$ cat src/rtl/boolfuck_byte_io.sv
// boolfuck_byte_io: packs core output bits LSB-first into a byte FIFO and unpacks input bytes LSB-first into core bits.
// Optional BFIO_EOF_ZERO_EN: an exhausted byte source feeds endless zero bits instead of stalling the core.
module boolfuck_byte_io #(
  parameter int D = 2
) (
  input  logic       clk,
  input  logic       rst_n,
  input  logic       bo_valid,
  input  logic       bo_bit,
  output logic       bo_ready,
  input  logic       flush,
  output logic [7:0] tx_data,
  output logic       tx_valid,
  input  logic       tx_ready,
  input  logic [7:0] rx_data,
  input  logic       rx_valid,
  output logic       rx_ready,
  input  logic       rx_eof,
  output logic       bi_valid,
  output logic       bi_bit,
  input  logic       bi_ready,
  output logic [2:0] obits,
  output logic [3:0] ibits
);
  localparam int N = 1 << D;
  logic [7:0] mem [N];
  logic [D:0] wptr, rptr;
  logic [7:0] obuf, ibuf, push_data;
  logic       flush_pend, full, tx_pop, acc, push_bit, flush_go, push;
  assign full      = (wptr[D] != rptr[D]) && (wptr[D-1:0] == rptr[D-1:0]);
  assign tx_valid  = wptr != rptr;
  assign tx_data   = tx_valid ? mem[rptr[D-1:0]] : 8'h00;
  assign tx_pop    = tx_valid && tx_ready;
  assign bo_ready  = !flush_pend && (obits != 3'd7 || !full || tx_pop);
  assign acc       = bo_valid && bo_ready;
  assign push_bit  = acc && obits == 3'd7;
  assign flush_go  = flush_pend && obits != 3'd0 && (!full || tx_pop);
  assign push      = push_bit || flush_go;
  // stale bits above obits are masked off for a padded flush byte
  assign push_data = push_bit ? {bo_bit, obuf[6:0]} : obuf & ((8'd1 << obits) - 8'd1);
  assign rx_ready  = ibits == 4'd0;
  assign bi_bit    = ibits != 4'd0 && ibuf[0];
`ifdef BFIO_EOF_ZERO_EN
  assign bi_valid  = ibits != 4'd0 || (!rx_valid && rx_eof);
`else
  logic unused_eof;
  assign bi_valid  = ibits != 4'd0;
  assign unused_eof = rx_eof;
`endif
  always_ff @(posedge clk)
    if (push) mem[wptr[D-1:0]] <= push_data;
  always_ff @(posedge clk or negedge rst_n)
    if (!rst_n) begin
      obuf       <= '0;
      obits      <= '0;
      flush_pend <= 1'b0;
      wptr       <= '0;
      rptr       <= '0;
      ibuf       <= '0;
      ibits      <= '0;
    end else begin
      if (acc) begin
        obuf[obits] <= bo_bit;
        obits       <= obits + 3'd1;
      end else if (flush_go) obits <= 3'd0;
      flush_pend <= flush || (flush_pend && !flush_go && obits != 3'd0);
      if (push) wptr <= wptr + {{D{1'b0}}, 1'b1};
      if (tx_pop) rptr <= rptr + {{D{1'b0}}, 1'b1};
      if (rx_valid && rx_ready) begin
        ibuf  <= rx_data;
        ibits <= 4'd8;
      end else if (ibits != 4'd0 && bi_ready) begin
        ibuf  <= ibuf >> 1;
        ibits <= ibits - 4'd1;
      end
    end
endmodule

$ cat config.mk
export PLATFORM = sky130hd
export DESIGN_NAME = boolfuck_byte_io
export DESIGN_NICKNAME = d
export VERILOG_FILES = /design/src/rtl/boolfuck_byte_io.sv
export SDC_FILE = /design/constraint.sdc
export NUM_CORES = 1
export LEC_CHECK = 0
export BUFFER_PORTS_ARGS = -buffer_cell sky130_fd_sc_hd__buf_4
export CORE_ASPECT_RATIO = 1.5
export CORE_MARGIN = 1.5
export CORE_UTILIZATION = 51
export DETAILED_ROUTE_END_ITERATION = 8
export PLACE_DENSITY = 0.71
export REMOVE_ABC_BUFFERS = 1
export SYNTH_ARGS = -nofsm -noshare
export SYNTH_HDL_FRONTEND = slang
export SYNTH_SLANG_ARGS = --single-unit
$ cat constraint.sdc
create_clock -name clk -period 4.45 [get_ports clk]
set_clock_uncertainty 0.05 [all_clocks]
set_input_delay 0.2225 -clock clk [delete_from_list [all_inputs] [get_ports clk]]
set_output_delay 0.2225 -clock clk [all_outputs]
set_load 0.03 [all_outputs]
==> flow_results.xml <==
<?xml version="1.0" encoding="UTF-8"?>
<metrics>
  <group name="logic_synthesis">
    <metric name="ys_dominant_reg_cell" unit="">edfxtp_1</metric>
    <metric name="synth_top_area_cells" unit="">edfxtp_1 (31%), dfrtp_1 (24%), ha_1 (5.6%)</metric>
    <metric name="synth.top_cell.area_share" unit="%">30.7</metric>
    <metric name="synth-edff-count" unit="">32</metric>
    <metric name="synth_top_area_cell" unit="">edfxtp_1</metric>
    <metric name="synth_common_cells" unit="">edfxtp_1 (32), dfrtp_1 (30), nand2_1 (15), ha_1 (14), and2_1 (13)</metric>
    <metric name="ys.warnings.count" unit="">0</metric>
    <metric name="share_of_the_yosys_chip_area_belonging_to_registers" unit="%">54.6</metric>
    <metric name="yosys.cell_count.top_type" unit="">edfxtp_1</metric>
    <metric name="yosysUniqueCellTypes" unit="">49</metric>
    <metric name="ys_ff_latch" unit="">62</metric>
    <metric name="syn_area_per_cell" unit="um2">13.4</metric>
    <metric name="synth_area" unit="mm2">0.00313</metric>
    <metric name="syn-instance-count" unit="">233</metric>
    <metric name="synth-async-reset-ratio" unit="%">48.4</metric>
  </group>
  <group name="setup_path">
    <metric name="crit-reg2reg-capture" unit="">mem[3][5]</metric>
    <metric name="cp-startpoint" unit="">obits[0]</metric>
    <metric name="critical_path.startpoint_type" unit="">flip-flop</metric>
    <metric name="ff2ff_setup_slack" unit="ns">1.80</metric>
    <metric name="timing.critical_path.required" unit="ns">4.36</metric>
    <metric name="crit_path_max_fanout" unit="">9</metric>
    <metric name="start_of_the_worst_register_to_register_path" unit="">obits[0]</metric>
    <metric name="reg2regPathDepth" unit="">5</metric>
    <metric name="timing.critical_path.to_type" unit="">flip-flop</metric>
    <metric name="timing.critical_path.arrival" unit="ns">2.56</metric>
    <metric name="crit_type" unit="">flip-flop to flip-flop</metric>
    <metric name="setup.worst_path.end" unit="">mem[3][5]</metric>
  </group>
  <group name="floorplanning">
    <metric name="dieArea" unit="mm2">0.00663</metric>
    <metric name="core_area" unit="mm2">0.00587</metric>
    <metric name="io_pins" unit="">37</metric>
    <metric name="initial_core_util" unit="%">53.4</metric>
    <metric name="floorplan.rows" unit="">34</metric>
    <metric name="floorplan.die.height" unit="um">99.0</metric>
    <metric name="die_width" unit="um">67.0</metric>
  </group>
  <group name="cts">
    <metric name="clkSinkCount" unit="">62</metric>
    <metric name="htreeDepth" unit="">3</metric>
    <metric name="holdBufCountCts" unit="">1</metric>
    <metric name="clk_pin_slew" unit="ns">0.07</metric>
    <metric name="clk_root_buffer_cell" unit="">clkbuf_8</metric>
    <metric name="tritoncts" unit="">built</metric>
    <metric name="clk-insertion-delay-late" unit="ns">0.33</metric>
    <metric name="cts_buffer_depth" unit="">2</metric>
    <metric name="cts_resized" unit="">0</metric>
    <metric name="numCtsBuffers" unit="">9</metric>
    <metric name="post-cts-setup-buffer-count" unit="">0</metric>
  </group>
  <group name="grt">
    <metric name="grt-ovfl-total" unit="">0</metric>
    <metric name="initial_antenna_violation_count" unit="">0</metric>
    <metric name="grt_pass1_wl" unit="um">9500</metric>
    <metric name="grt_start_max_net_pins" unit="">31</metric>
    <metric name="global_route.usage.total" unit="%">19.4</metric>
    <metric name="first_global_vias" unit="">2063</metric>
  </group>
  <group name="placement">
    <metric name="count_of_port_buffers_added_during_placement" unit="">35</metric>
    <metric name="dp.final_hpwl" unit="um">4010</metric>
    <metric name="place_congestion" unit="">0.830</metric>
    <metric name="place_ws" unit="ns">1.78</metric>
    <metric name="numPlacedInstances" unit="">330</metric>
  </group>
  <group name="pwr">
    <metric name="ir_drop_worst_vdd" unit="uV">341</metric>
    <metric name="powerDensity" unit="mW/mm2">719</metric>
    <metric name="leakagePower" unit="nW">1.53</metric>
  </group>
  <group name="detailed_routing">
    <metric name="dr.pass1.iters" unit="">4</metric>
    <metric name="via_density_per_instance" unit="">5.52</metric>
    <metric name="detail_routed_net_length_per_standard_cell" unit="um">15.9</metric>
    <metric name="postRouteWirelength" unit="um">5530</metric>
    <metric name="vias" unit="">1915</metric>
    <metric name="drc" unit="">0</metric>
    <metric name="initialDrtViolationCount" unit="">51</metric>
    <metric name="ant_nets" unit="">0</metric>
  </group>
  <group name="timing">
    <metric name="slew_viol_final" unit="">0</metric>
    <metric name="post-route-period-util" unit="%">59.6</metric>
    <metric name="timing.final.hold_violations" unit="">0</metric>
    <metric name="rsz0062_at_grt" unit="">no</metric>
    <metric name="post-route-min-period" unit="ns">2.65</metric>
    <metric name="max_slew_margin" unit="%">42.2</metric>
    <metric name="final_ws_setup" unit="ns">1.80</metric>
    <metric name="timing.hold.ws" unit="ns">0.0277</metric>
    <metric name="final-setup-viol-count" unit="">0</metric>
    <metric name="max_clock_freq" unit="GHz">0.377</metric>
    <metric name="worst_slew_pin_slew" unit="ns">0.866</metric>
    <metric name="setup_tns" unit="ns">0</metric>
  </group>
  <group name="cells_and_area">
    <metric name="area_delta_synth_final" unit="%">16.5</metric>
    <metric name="net_count_of_the_finished_layout" unit="">301</metric>
    <metric name="layout-drive-gt1-share" unit="%">22.9</metric>
    <metric name="final.fill_count" unit="">482</metric>
    <metric name="antenna_cells_inserted" unit="">0</metric>
    <metric name="finish.cell_count_without_fillers" unit="">347</metric>
  </group>
  <group name="flow_run">
    <metric name="cap_violations" unit="">0</metric>
  </group>
  <group name="outcome">
    <metric name="status" unit="">finished, final reports clean</metric>
  </group>
  <group name="hold_path">
    <metric name="min_path_type" unit="">input pin to flip-flop</metric>
  </group>
</metrics>
[power breakdown]
| part | total (mW) | switching, mW | internal, mW | leakage [nW] |
|---|---|---|---|---|
| Clock | 0.543 | 0.226 | 0.317 | 0.106 |
| Sequential | 0.935 | 0.148 | 0.787 | 0.678 |
| Combinational | 1.14 | 0.654 | 0.490 | 0.745 |
[kinds of logic (layout without fill, tap and decap cells)]
| group | Yosys count | count (layout) | synth area share [%] |
|---|---|---|---|
| DFF | 62 | 62 | 54.6 |
| and+or+nand+nor | 60 | 60 | 10.5 |
| AOI/OAI and AO/OA | 36 | 36 | 8.87 |
| muxes | 27 | 27 | 12.8 |
| buffers and inverters | 21 | 63 | 3.51 |
| adders and majority gates | 14 | 14 | 5.59 |
| xor gates and xnor gates | 13 | 13 | 4.11 |
[state kept, by name, indices dropped and copies added (netlist names)]
signal,count
ibuf,8
ibits,4
flush_pend,1
wptr,3
obits,3
mem,32
rptr,3
obuf,8
[metrics by stage]
| step | power, mW | area [um2] | utilization, % |
|---|---|---|---|
| 2_1_floorplan | 1.74 | 3060 | - |
| 3_3_place_gp | 2.06 | 3420 | 58.2 |
| 3_5_place_dp | 2.10 | 3420 | 58.2 |
| 4_1_cts | 2.65 | 3650 | 62.1 |
| 5_1_grt | 2.79 | 3650 | 62.1 |
| 6_report | 2.62 | 3650 | 62.1 |
[layout by cell type (no fill, tap or decap), types with 9 or more instances in the layout]
cell type and instances:
mux2i_1 10, inv_1 10, ha_1 14, and2_1 13, o21ai_1 10, dfrtp_1 30, clkbuf_8 9, nand2_1 15
edfxtp_1 32, buf_4 35, mux2_1 9
[worst min path at each step]
stage	end	slack, ns	cells after the start	start
finish	flush_pend	0.03	2	flush
global route	flush_pend	0.02	2	flush
CTS	flush_pend	0.01	2	flush
detailed placement	obuf[2]	0.13	1	rst_n
global placement	obuf[6]	0.13	1	rst_n
floorplan	flush_pend	-0.12	0	rst_n
[worst max-delay path, stage by stage (launching register included)]
cell and delay [ns]:
dfrtp_1 0.51, inv_1 0.20, ha_1 0.37, nand2b_1 0.20
nand2_1 0.17, a211oi_2 0.78
[routing by layer]
| layer | global-route usage [%] | wire length [um] |
|---|---|---|
| met1 | 21.1 | 2130 |
| met2 | 33.8 | 3090 |
| met3 | 4.68 | 187 |
| met4 | 10.7 | 113 |
| met5 | 0 | 0 |
[layout make-up]
cell class / instances / area, um2 / share of cell area, %
clock inverters: 7 / 97.6 / 2.67
clock buffers: 9 / 124 / 3.40
multi-input cells: 150 / 1310 / 35.9
well taps: 72 / 90.1 / 2.47
inverters: 11 / 41.3 / 1.13
repair buffers: 36 / 273 / 7.48
flip-flops and latches: 62 / 1710 / 46.9
(Power assumes the default switching activity.)
